**src/rtl/je6850_txarb_if.sv**
```systemverilog
// je6850_txarb_if: requester handshake plus ACIA CPU-side bus of the je6850 TX arbiter.
// The master modport is the arbiter's view, the slave modport the requesters'/ACIA's view.
interface je6850_txarb_if #(
    parameter int N = 2
);
    logic [N-1:0]   REQ;
    logic [8*N-1:0] DATA;
    logic [N-1:0]   ACK;
    logic [N-1:0]   ERR;
    logic           BUSY;
    logic           ACIA_E;
    logic [2:0]     ACIA_CS;
    logic           ACIA_RS;
    logic           ACIA_RNW;
    logic [7:0]     ACIA_DI;
    logic [7:0]     ACIA_DO;

    modport master (
        input  REQ, DATA, ACIA_DO,
        output ACK, ERR, BUSY, ACIA_E, ACIA_CS, ACIA_RS, ACIA_RNW, ACIA_DI
    );

    modport slave (
        output REQ, DATA, ACIA_DO,
        input  ACK, ERR, BUSY, ACIA_E, ACIA_CS, ACIA_RS, ACIA_RNW, ACIA_DI
    );
endinterface

```
**src/rtl/je6850_txarb.sv**
```systemverilog
// je6850_txarb: sole bus master of one je6850 ACIA. Runs the control-register init
// sequence after reset, then shares the transmitter among N requesters round-robin,
// polling TDRE before every TDR write. All bus and handshake outputs are registered.
// Optional feature macro: JE6850_TXARB_TIMEOUT_EN (poll timeout with ERR pulse).
module je6850_txarb #(
    parameter int          N           = 2,
    parameter logic [7:0]  CTRL_INIT   = 8'h96,
    parameter int          POST_WR_GAP = 4,
    parameter int          POLL_GAP    = 2,
    parameter logic [15:0] TIMEOUT     = 16'hFFFF
) (
    input logic            CLK,
    input logic            RESET,
    je6850_txarb_if.master bus
);
    localparam int PW = (N > 1) ? $clog2(N) : 1;
    localparam int GW = 8;

    typedef enum logic [2:0] {
        INIT_MR   = 3'd0,
        INIT_CFG  = 3'd1,
        IDLE      = 3'd2,
        POLL      = 3'd3,
        CHECK     = 3'd4,
        POLL_WAIT = 3'd5,
        WRITE     = 3'd6,
        GAP       = 3'd7
    } state_t;

    state_t          state_r;
    logic            phase_r;     // second half of two-cycle states
    logic [PW-1:0]   ptr_r;       // round-robin pointer
    logic [PW-1:0]   grant_r;     // locked grant
    logic [7:0]      data_r;      // latched byte of the granted requester
    logic            tdre_r;      // TDRE sampled at the end of S+1
    logic [GW-1:0]   gapCnt_r;
    logic [PW-1:0]   pick_s;
`ifdef JE6850_TXARB_TIMEOUT_EN
    logic [15:0]     pollCnt_r;
`endif

    // First set request at or after the pointer, wrapping N-1 -> 0
    function automatic logic [PW-1:0] rrPick(input logic [N-1:0] req, input logic [PW-1:0] ptr);
        logic [PW-1:0] pick;
        logic          found;
        int            idx;
        pick  = ptr;
        found = 1'b0;
        for (int k = 0; k < N; k++) begin
            idx = (int'(ptr) + k) % N;
            if (!found && req[idx]) begin
                pick  = PW'(idx);
                found = 1'b1;
            end
        end
        return pick;
    endfunction

    // Pointer successor modulo N
    function automatic logic [PW-1:0] rrNext(input logic [PW-1:0] g);
        if (int'(g) >= N - 1) begin
            return {PW{1'b0}};
        end else begin
            return g + PW'(1);
        end
    endfunction

    // One-hot pulse vector for the granted requester
    function automatic logic [N-1:0] oneHot(input logic [PW-1:0] g);
        logic [N-1:0] v;
        v    = {N{1'b0}};
        v[g] = 1'b1;
        return v;
    endfunction

    // Round-robin candidate for the next grant, evaluated every cycle
    always_comb begin
        pick_s = rrPick(bus.REQ, ptr_r);
    end

    // Init sequence, grant, TDRE polling, TDR write and post-write gap
    always_ff @(posedge CLK or posedge RESET) begin
        if (RESET) begin
            state_r      <= INIT_MR;
            phase_r      <= 1'b0;
            ptr_r        <= {PW{1'b0}};
            grant_r      <= {PW{1'b0}};
            data_r       <= 8'h00;
            tdre_r       <= 1'b0;
            gapCnt_r     <= {GW{1'b0}};
            bus.ACK      <= {N{1'b0}};
            bus.ERR      <= {N{1'b0}};
            bus.BUSY     <= 1'b1;
            bus.ACIA_E   <= 1'b0;
            bus.ACIA_CS  <= 3'b000;
            bus.ACIA_RS  <= 1'b0;
            bus.ACIA_RNW <= 1'b1;
            bus.ACIA_DI  <= 8'h00;
`ifdef JE6850_TXARB_TIMEOUT_EN
            pollCnt_r    <= 16'd0;
`endif
        end else begin
            bus.ACK <= {N{1'b0}};
            bus.ERR <= {N{1'b0}};
            case (state_r)
                INIT_MR: begin
                    if (!phase_r) begin
                        // master reset write to the control register
                        bus.ACIA_E   <= 1'b1;
                        bus.ACIA_CS  <= 3'b011;
                        bus.ACIA_RS  <= 1'b0;
                        bus.ACIA_RNW <= 1'b0;
                        bus.ACIA_DI  <= 8'h03;
                        phase_r      <= 1'b1;
                    end else begin
                        bus.ACIA_E   <= 1'b0;
                        bus.ACIA_CS  <= 3'b000;
                        bus.ACIA_RNW <= 1'b1;
                        phase_r      <= 1'b0;
                        state_r      <= INIT_CFG;
                    end
                end
                INIT_CFG: begin
                    if (!phase_r) begin
                        bus.ACIA_E   <= 1'b1;
                        bus.ACIA_CS  <= 3'b011;
                        bus.ACIA_RS  <= 1'b0;
                        bus.ACIA_RNW <= 1'b0;
                        bus.ACIA_DI  <= CTRL_INIT;
                        phase_r      <= 1'b1;
                    end else begin
                        bus.ACIA_E   <= 1'b0;
                        bus.ACIA_CS  <= 3'b000;
                        bus.ACIA_RNW <= 1'b1;
                        bus.ACIA_DI  <= 8'h00;
                        bus.BUSY     <= 1'b0;
                        phase_r      <= 1'b0;
                        state_r      <= IDLE;
                    end
                end
                IDLE: begin
                    if (bus.REQ != {N{1'b0}}) begin
                        grant_r      <= pick_s;
                        data_r       <= bus.DATA[8*int'(pick_s) +: 8];
                        bus.BUSY     <= 1'b1;
                        // status read strobe happens in POLL
                        bus.ACIA_E   <= 1'b1;
                        bus.ACIA_CS  <= 3'b011;
                        bus.ACIA_RS  <= 1'b0;
                        bus.ACIA_RNW <= 1'b1;
                        state_r      <= POLL;
`ifdef JE6850_TXARB_TIMEOUT_EN
                        pollCnt_r    <= 16'd0;
`endif
                    end else begin
                        bus.BUSY <= 1'b0;
                    end
                end
                POLL: begin
                    bus.ACIA_E  <= 1'b0;
                    bus.ACIA_CS <= 3'b000;
                    phase_r     <= 1'b0;
                    state_r     <= CHECK;
                end
                CHECK: begin
                    if (!phase_r) begin
                        // S+1: the ACIA presents the status registered at S
                        tdre_r  <= bus.ACIA_DO[1];
                        phase_r <= 1'b1;
                    end else if (tdre_r) begin
                        bus.ACIA_E   <= 1'b1;
                        bus.ACIA_CS  <= 3'b011;
                        bus.ACIA_RS  <= 1'b1;
                        bus.ACIA_RNW <= 1'b0;
                        bus.ACIA_DI  <= data_r;
                        bus.ACK      <= oneHot(grant_r);
                        ptr_r        <= rrNext(grant_r);
                        phase_r      <= 1'b0;
                        state_r      <= WRITE;
                    end else begin
                        phase_r <= 1'b0;
`ifdef JE6850_TXARB_TIMEOUT_EN
                        if (pollCnt_r + 16'd1 == TIMEOUT) begin
                            // give up on this byte and let the next requester in
                            bus.ERR  <= oneHot(grant_r);
                            ptr_r    <= rrNext(grant_r);
                            bus.BUSY <= 1'b0;
                            state_r  <= IDLE;
                        end else if (POLL_GAP == 0) begin
                            pollCnt_r    <= pollCnt_r + 16'd1;
                            bus.ACIA_E   <= 1'b1;
                            bus.ACIA_CS  <= 3'b011;
                            bus.ACIA_RS  <= 1'b0;
                            bus.ACIA_RNW <= 1'b1;
                            state_r      <= POLL;
                        end else begin
                            pollCnt_r <= pollCnt_r + 16'd1;
                            gapCnt_r  <= GW'(POLL_GAP - 1);
                            state_r   <= POLL_WAIT;
                        end
`else
                        if (POLL_GAP == 0) begin
                            bus.ACIA_E   <= 1'b1;
                            bus.ACIA_CS  <= 3'b011;
                            bus.ACIA_RS  <= 1'b0;
                            bus.ACIA_RNW <= 1'b1;
                            state_r      <= POLL;
                        end else begin
                            gapCnt_r <= GW'(POLL_GAP - 1);
                            state_r  <= POLL_WAIT;
                        end
`endif
                    end
                end
                POLL_WAIT: begin
                    if (gapCnt_r == {GW{1'b0}}) begin
                        bus.ACIA_E   <= 1'b1;
                        bus.ACIA_CS  <= 3'b011;
                        bus.ACIA_RS  <= 1'b0;
                        bus.ACIA_RNW <= 1'b1;
                        state_r      <= POLL;
                    end else begin
                        gapCnt_r <= gapCnt_r - GW'(1);
                    end
                end
                WRITE: begin
                    bus.ACIA_E   <= 1'b0;
                    bus.ACIA_CS  <= 3'b000;
                    bus.ACIA_RS  <= 1'b0;
                    bus.ACIA_RNW <= 1'b1;
                    bus.ACIA_DI  <= 8'h00;
                    // TDRE lags the delayed TDR write; do not poll too early
                    gapCnt_r     <= GW'(POST_WR_GAP - 1);
                    state_r      <= GAP;
                end
                GAP: begin
                    if (gapCnt_r == {GW{1'b0}}) begin
                        bus.BUSY <= 1'b0;
                        state_r  <= IDLE;
                    end else begin
                        gapCnt_r <= gapCnt_r - GW'(1);
                    end
                end
                default: begin
                    bus.ACIA_E   <= 1'b0;
                    bus.ACIA_CS  <= 3'b000;
                    bus.ACIA_RNW <= 1'b1;
                    phase_r      <= 1'b0;
                    state_r      <= INIT_MR;
                end
            endcase
        end
    end
endmodule
```
**src/flat_wrapper.sv**
```systemverilog
// flat-port wrapper written by rule: the top's interface ports become plain ports
module je6850_txarb_flat 
#(
    parameter int          N           = 2,
    parameter logic [7:0]  CTRL_INIT   = 8'h96,
    parameter int          POST_WR_GAP = 4,
    parameter int          POLL_GAP    = 2,
    parameter logic [15:0] TIMEOUT     = 16'hFFFF
)
  (CLK, RESET, bus_REQ, bus_DATA, bus_ACIA_DO, bus_ACK, bus_ERR, bus_BUSY, bus_ACIA_E, bus_ACIA_CS, bus_ACIA_RS, bus_ACIA_RNW, bus_ACIA_DI);
  je6850_txarb_if #(.N(N)) bus_i ();
  input logic CLK;
  input logic RESET;
  input wire logic [$bits(bus_i.REQ)-1:0] bus_REQ;
  input wire logic [$bits(bus_i.DATA)-1:0] bus_DATA;
  input wire logic [$bits(bus_i.ACIA_DO)-1:0] bus_ACIA_DO;
  output wire logic [$bits(bus_i.ACK)-1:0] bus_ACK;
  output wire logic [$bits(bus_i.ERR)-1:0] bus_ERR;
  output wire logic [$bits(bus_i.BUSY)-1:0] bus_BUSY;
  output wire logic [$bits(bus_i.ACIA_E)-1:0] bus_ACIA_E;
  output wire logic [$bits(bus_i.ACIA_CS)-1:0] bus_ACIA_CS;
  output wire logic [$bits(bus_i.ACIA_RS)-1:0] bus_ACIA_RS;
  output wire logic [$bits(bus_i.ACIA_RNW)-1:0] bus_ACIA_RNW;
  output wire logic [$bits(bus_i.ACIA_DI)-1:0] bus_ACIA_DI;
  assign bus_i.REQ = bus_REQ;
  assign bus_i.DATA = bus_DATA;
  assign bus_i.ACIA_DO = bus_ACIA_DO;
  assign bus_ACK = bus_i.ACK;
  assign bus_ERR = bus_i.ERR;
  assign bus_BUSY = bus_i.BUSY;
  assign bus_ACIA_E = bus_i.ACIA_E;
  assign bus_ACIA_CS = bus_i.ACIA_CS;
  assign bus_ACIA_RS = bus_i.ACIA_RS;
  assign bus_ACIA_RNW = bus_i.ACIA_RNW;
  assign bus_ACIA_DI = bus_i.ACIA_DI;
  je6850_txarb #(.N(N), .CTRL_INIT(CTRL_INIT), .POST_WR_GAP(POST_WR_GAP), .POLL_GAP(POLL_GAP), .TIMEOUT(TIMEOUT)) u_core (.CLK(CLK), .RESET(RESET), .bus(bus_i));
endmodule
```
**config.mk**
```make
export PLATFORM = sky130hd
export DESIGN_NAME = je6850_txarb_flat
export DESIGN_NICKNAME = d
export VERILOG_FILES = /design/src/rtl/je6850_txarb_if.sv /design/src/rtl/je6850_txarb.sv /design/src/flat_wrapper.sv
export SDC_FILE = /design/constraint.sdc
export NUM_CORES = 1
export LEC_CHECK = 0
export CORE_MARGIN = 8
export CORE_UTILIZATION = 54
export CTS_CLUSTER_SIZE = 30
export DETAILED_ROUTE_END_ITERATION = 7
export PLACE_DENSITY_LB_ADDON = 0.08
export SYNTH_ARGS = -nofsm -noshare
export SYNTH_HDL_FRONTEND = slang
export SYNTH_SLANG_ARGS = --single-unit
```
**constraint.sdc**
```tcl
create_clock -name CLK -period 4.05 [get_ports CLK]
set_input_delay 0.6075 -clock CLK [delete_from_list [all_inputs] [get_ports CLK]]
set_output_delay 0.6075 -clock CLK [all_outputs]
set_load 0.01 [all_outputs]
```
==> summary.txt, run 1 <==
Finish
  • FF+latch area: 928 µm²
  • FILL cells: 312
  • ANT cells: 0
  • Layout cells sized above 1: 0.101
  • Layout area overhead: 20.8%
  • Multi-input gate area in the final layout: 968 µm²
  • # nets final: 277

CTS
  • Root Driver: clkbuf_8
  • Clk buf depth: 2
  • Setup repair bufs after CTS: 0
  • CTS tree: yes
  • Clock sinks: 37
  • Clock latency on the worst-skew pair: 0.29 ns
  • Post-CTS Resized: 0
  • CTS Hold Bufs: 0
  • Clock H-tree levels: 2
  • TritonCTS Buffers: 5
  • Clock-pin transition on the worst setup and hold timing paths: 0.07 ns

Yosys
  • Cell with the most instances after synthesis: dfrtp_1
  • Distinct cells, synth: 51
  • Seq cells post-synth: 37
  • Yosys warning count: 0
  • EDFF count, synth: 0
  • Synth top area cells: dfrtp_1 (43%), a21oi_1 (5.4%), mux2i_1 (4.9%)
  • Asr flop ratio synth: 1.00
  • Primary FF master, synth: dfrtp_1
  • Register area share after synthesis: 0.455
  • Commonest cells post-synth: dfrtp_1 (35), nor2_1 (26), a21oi_1 (22), nand2_1 (13), inv_1 (12)
  • Mapped Cells: 218
  • Cell area after synthesis: 0.00204 mm²
  • Syn_area_per_cell: 9.36 µm²
  • Synth area leader: dfrtp_1
  • Synth top area share: 0.429

Outcome
  • Outcome: finished, final reports clean

Routing
  • WL/cell: 14.5 µm
  • Drt drc: 0
  • Antenna-violating nets left: 0
  • Total Wirelength: 4300 µm
  • Via-to-Cell Ratio: 5.65
  • Drt first pass iters: 4
  • Vias: 1673
  • Initial detailed-routing violation count: 147

Critical path
  • Crit Path Class: reg -> reg
  • CP startpoint kind: flip-flop
  • Crit. End Element: flip-flop
  • Crit path DAT: 2.47 ns
  • CP required: 4.22 ns
  • Max Fanout on Critical Path: 24

Worst hold path
  • Hold Crit Class: reg -> reg

Timing
  • Fmax: 435 MHz
  • Final period utilization: 0.568
  • Endpoints failing hold: 0
  • RSZ-0062 raised after global routing: false
  • Hold Slack: 0.444 ns
  • Tmin final: 2.30 ns
  • Clk_skew: 0.0113 ns
  • Setup total negative slack: 0 ns
  • Slew headroom: 0.406
  • Final setup violating endpoints: 0
  • Max-slew violation count: 0
  • Slew @ Worst Pin: 0.891 ns

Floorplanning
  • I/O pins: 47
  • Die height: 77.5 µm
  • Die footprint: 0.00600 mm²
  • Core Box Area: 0.00363 mm²
  • Rows: 22
  • Initial Util: 0.561
  • Die X: 77.5 µm

GRT
  • Largest net degree at the start of global routing: 38
  • Initial antenna violation count: 0
  • First-pass GRT wire length: 7610 µm
  • GRT Residual Overflow: 0
  • GRT Overall Usage: 0.152
  • Vias in the first global route: 1648

Place
  • Final GP Congestion: 0.807
  • DP HPWL: 3090 µm
  • Quantity of I/O buffers inserted on ports: 36

Power
  • Power per cell area: 781 mW/mm²
  • P_leak: 1.06 nW
  • VDD IR max: 0.000306 V

Job
  • Max-cap viol count: 0
-- placed cells by master (no fill, tap or decap), types with 2 or more instances in the layout --
master           synthesis  layout
o21ai_0                 11      11
dfrtp_1                 35      35
conb_1                   1       3
o31ai_1                  3       3
o22ai_1                  3       3
nor3_2                   2       3
o21a_1                   2       2
clkdlybuf4s50_1          0      36
clkinv_2                 0       2
a21o_1                   4       4
buf_4                    6       2
a21oi_1                 22      22
inv_1                   12      12
mux2i_1                 10      10
and3_1                   2       2
nor2_1                  26      26
mux2_2                   2       2
nor3_1                   4       3
a31o_1                   2       2
nand3_1                  7       7
dfstp_2                  2       2
ha_1                     2       2
clkbuf_8                 0       5
nand2_1                 13      13
a221oi_1                 2       2
a211oi_1                 2       2
nand2b_1                 5       5
nor2b_1                  4       4
-- state kept, by name, summed over array words and instances (netlist names) --
| name | cells |
|---|---|
| u_core.bus.ACIA_DI | 8 |
| u_core.bus.ACIA_RS | 1 |
| u_core.bus.ACK | 2 |
| u_core.gapCnt_r | 8 |
| u_core.state_r | 3 |
| u_core.grant_r | 1 |
| u_core.bus.BUSY | 1 |
| u_core.bus.ACIA_CS | 1 |
| u_core.tdre_r | 1 |
| u_core.bus.ACIA_RNW | 1 |
| u_core.data_r | 8 |
| u_core.ptr_r | 1 |
| u_core.phase_r | 1 |
-- metal layers --
layer | track usage | share of wire | vias up
li1 | - | - | 811
met1 | 0.187 | 0.45 | 813
met2 | 0.244 | 0.48 | 41
met3 | 0.0553 | 0.053 | 8
met4 | 0.0453 | 0.014 | 0
met5 | 0 | 0 | -
-- layout make-up --
cell class,instances,share of cell area
Tap cell,48,0.0244
Clock buffer,6,0.0295
Clock inverter,2,0.00406
Multi-Input combinational cell,152,0.393
Timing Repair Buffer,38,0.152
Sequential cell,37,0.377
Inverter,13,0.0198
-- final timing paths --
check                                        from               endpoint  slack, ns  cells after the start
worst max-delay path            u_core.state_r[0]  u_core.bus.ACIA_DI[1]       1.75                      3
worst min-delay path               u_core.grant_r      u_core.bus.ACK[0]       0.44                      1
worst max register to register  u_core.state_r[0]  u_core.bus.ACIA_DI[1]       1.75                      3
worst min register to register     u_core.grant_r      u_core.bus.ACK[0]       0.44                      1
max in group asynchronous                   RESET        u_core.bus.BUSY       2.98                      3
min in group asynchronous                   RESET  u_core.bus.ACIA_DI[3]       0.71                      3
-- critical path: stages (launching register included) --
cell and delay, ns:
dfrtp_1 0.84, nor2b_1 0.16, o32ai_2 0.76, mux2_2 0.41
-- per-stage QoR --
| stage | util | std cells | total power, mW | instance area (µm²) | setup WS [ns] |
|---|---|---|---|---|---|
| 2_1_floorplan | - | 220 | 1.43 | 2050 | 2.39 |
| 3_3_place_gp | 0.655 | 288 | 1.66 | 2380 | 1.82 |
| 3_5_place_dp | 0.655 | 288 | 1.69 | 2380 | 1.77 |
| 4_1_cts | 0.678 | 296 | 1.93 | 2460 | 1.78 |
| 5_1_grt | 0.678 | 296 | 2.09 | 2460 | 1.57 |
| 6_report | 0.678 | 296 | 1.93 | 2460 | 1.75 |
-- report_power, final --
part | switching [mW] | leakage [nW] | internal, mW
Combinational | 0.482 | 0.574 | 0.444
Sequential | 0.217 | 0.446 | 0.538
Clock | 0.125 | 0.0450 | 0.119
Total | 0.824 | 1.06 | 1.10
-- cell families (layout without fill, tap and decap cells) --
family | Yosys count | in the layout | synth area share
other | 1 | 3 | 0.00184
muxes | 12 | 12 | 0.0601
DFF | 37 | 37 | 0.455
AOI/OAI and AO/OA | 62 | 62 | 0.201
and+or+nand+nor | 71 | 71 | 0.184
buffers and inverters | 31 | 59 | 0.0761
adders and majority gates | 3 | 3 | 0.0172
xor gates and xnor gates | 1 | 1 | 0.00430
(Power assumes the default switching activity.)
==> run 2: changes to the inputs <==
Settings changed: CORE_UTILIZATION 54 to 50.
Clock period 4.05 ns to 2.2 ns, I/O delays scaled along.
==> run 2 against run 1 <==
  * Sequential cell count unchanged
  * Maximum frequency is 22% higher
  * Hold slack lost 0.0059 ns
  * Sequential share of layout area shrank 0.55 points
  * Clock skew fell by 0.0011 ns
  * Routed wire length increased by 1.1%
  * Die area up 6.3%
  * Cell count rose by 1.7%
  * Critical endpoint is now u_core.gapCnt_r[3]
  * Largest power group unchanged
==> summary.txt, run 2 (synthesis gave the netlist of run 1 again) <==
CTS
  • Clock H-tree levels: 2 (unchanged)
  • Root Driver: clkbuf_8
  • Clock latency on the worst-skew pair: 0.29 ns (about the same)
  • TritonCTS Buffers: 5 (unchanged)
  • Post-CTS Resized: 0 (unchanged)
  • Setup repair bufs after CTS: 0 (unchanged)
  • Clock-pin transition on the worst setup and hold timing paths: 0.07 ns (about the same)
  • CTS tree: yes
  • CTS Hold Bufs: 0 (unchanged)
  • Clk buf depth: 2 (unchanged)
  • Clock sinks: 37 (unchanged)

Finish
  • Biggest regs: u_core.bus.ACIA_DI: 8 flops, u_core.data_r: 8 flops, u_core.gapCnt_r: 8 flops
  • Util after Layout: 0.629 (-0.0485)
  • Multi-input gate area in the final layout: 968 µm² (unchanged)
  • FILL cells: 353 (+13%)
  • Final Cell Area: 0.00250 mm² (+1.5%)
  • Layout cells sized above 1: 0.112 (+0.0107)
  • # nets final: 281 (+1.4%)
  • ANT cells: 0 (unchanged)
  • Most common cell after layout, fill and taps aside: clkdlybuf4s50_1
  • Leading cell types in the layout, fill and taps excluded: clkdlybuf4s50_1 (36), dfrtp_1 (35), nor2_1 (26)
  • FF+latch area: 928 µm² (unchanged)
  • Layout area overhead: 22.6%

Routing
  • Vias: 1655 (-1.1%)
  • Antenna-violating nets left: 0 (unchanged)
  • Via-to-Cell Ratio: 5.50 (-2.7%)
  • Drt drc: 0 (unchanged)
  • Initial detailed-routing violation count: 93 (-37%)
  • Total Wirelength: 4350 µm (+1.1%)
  • Drt first pass iters: 5 (+1)
  • WL/cell: 14.5 µm (-0.56%)

Power
  • Clock power share: 0.132 (+0.005)
  • Net Sw Frac: 0.418 (-0.0102)
  • Sw power: 1.51 mW (+83%)
  • VDD IR max: 0.000657 V (+110%)
  • Power per cell area: 1450 mW/mm² (+85%)
  • P_leak: 1.08 nW (+1.7%)
  • P_int: 2.11 mW (+91%)
  • Reg power frac: 0.367 (-0.025)
  • Gate power share: 0.501 (+0.020)

GRT
  • Vias in the first global route: 1655 (+0.42%)
  • Largest net degree at the start of global routing: 38 (unchanged)
  • First-pass GRT wire length: 7470 µm (-1.8%)
  • GRT Overall Usage: 0.148 (-0.00438)
  • GRT Residual Overflow: 0 (unchanged)
  • Initial antenna violation count: 0 (unchanged)

Timing
  • Final period utilization: 0.858 (+0.291)
  • Endpoints failing hold: 0 (unchanged)
  • Final setup violating endpoints: 0 (unchanged)
  • Hold Slack: 0.438 ns (-0.00592 ns)
  • Fmax: 530 MHz (+22%)
  • RSZ-0062 raised after global routing: false
  • Tmin final: 1.89 ns (-0.410 ns)
  • Slew headroom: 0.629 (+0.223)
  • Slew @ Worst Pin: 0.555 ns (-0.337 ns)
  • Max-slew violation count: 0 (unchanged)
  • Clk_skew: 0.0102 ns (-0.00108 ns)
  • Setup total negative slack: 0 ns (unchanged)

Critical path
  • Worst r2r path cells: 6 (+3)
  • RR Endpoint: u_core.gapCnt_r[3]
  • Crit. End Element: flip-flop
  • CP startpoint kind: flip-flop
  • Crit path DAT: 2.07 ns (-0.40 ns)
  • CP required: 2.38 ns (-1.84 ns)
  • Worst Setup SP: u_core.gapCnt_r[0]
  • R2R Setup Slk: 0.31 ns (-1.44 ns)
  • Critical path, cell by cell: inv_1 > ha_1 > nor4b_4 > a31o_1 > nor2_1 > a31o_1
  • Slowest CP cell: a31o_1
  • Crit path largest cell delay: 0.45 ns (-0.39 ns)
  • End of the critical path: u_core.gapCnt_r[3]
  • Max Fanout on Critical Path: 9 (-63%)
  • R2R Path Start: u_core.gapCnt_r[0]
  • CP most frequent cell: a31o_1
  • Crit Path Class: reg -> reg

Job
  • Max-cap viol count: 0 (unchanged)

Floorplanning
  • Die X: 79.9 µm (+3.1%)
  • I/O pins: 47 (unchanged)
  • Die height: 79.9 µm (+3.1%)
  • Core Box Area: 0.00397 mm² (+9.3%)
  • Rows: 23 (+4.5%)
  • Initial Util: 0.514 (-0.0477)
  • Die footprint: 0.00638 mm² (+6.3%)

Place
  • Final GP Congestion: 0.801 (-0.63%)
  • DP HPWL: 3180 µm (+3.1%)
  • Quantity of I/O buffers inserted on ports: 36 (unchanged)
  • Placed cell areas: 0.00241 mm² (+1.4%)

Worst hold path
  • Hold Crit Class: in -> async

Outcome
  • Outcome: finished, final reports clean
run 2: layout make-up:
class                           instances  area share
Tap cell                               50      0.0250
Multi-Input combinational cell        152       0.387
Sequential cell                        37       0.371
Inverter                               13      0.0195
Timing Repair Buffer                   42       0.162
Clock buffer                            7      0.0345
run 2: worst max-delay path, delay by kind of cell (launching register included):
kind            cells  cell delay (ns)
compound gates      2             0.68
fa+ha+maj           1             0.17
buf+inv             1             0.10
flops               1             0.42
simple gates        2             0.41
run 2: worst min-delay path by stage:
stage / startpoint / endpoint / slack, ns / depth (start not counted)
after detailed placement: u_core.grant_r / u_core.bus.ACK[0] / 0.44 / 1
final: RESET / u_core.bus.ACIA_DI[5] / 0.44 / 3
after floorplan: u_core.grant_r / u_core.bus.ACK[0] / 0.42 / 1
after CTS: RESET / u_core.gapCnt_r[6] / 0.45 / 3
after global placement: u_core.grant_r / u_core.bus.ACK[0] / 0.43 / 1
after global routing: u_core.grant_r / u_core.bus.ACK[0] / 0.46 / 1
run 2: stage by stage:
step / total power, mW / cells / setup WS, ns
after floorplan: 2.63 / 220 / 0.538
after global placement: 3.12 / 294 / 0.296
after detailed placement: 3.16 / 294 / 0.298
after CTS: 3.65 / 301 / 0.323
after global routing: 3.93 / 301 / 0.185
final: 3.62 / 301 / 0.312
run 2: layer usage:
metal,part of all wire,track usage
met1,0.46,0.176
met2,0.47,0.235
met3,0.056,0.0552
met4,0.017,0.0600
met5,0,0
run 2: power by group through the flow:
stage	sequential (mW)	combinational (mW)	clock, mW
after detailed placement	1.33	1.83	0
after floorplan	1.23	1.39	0
after CTS	1.32	1.84	0.491
after global routing	1.38	2.04	0.517
after global placement	1.33	1.80	0
final	1.33	1.81	0.478
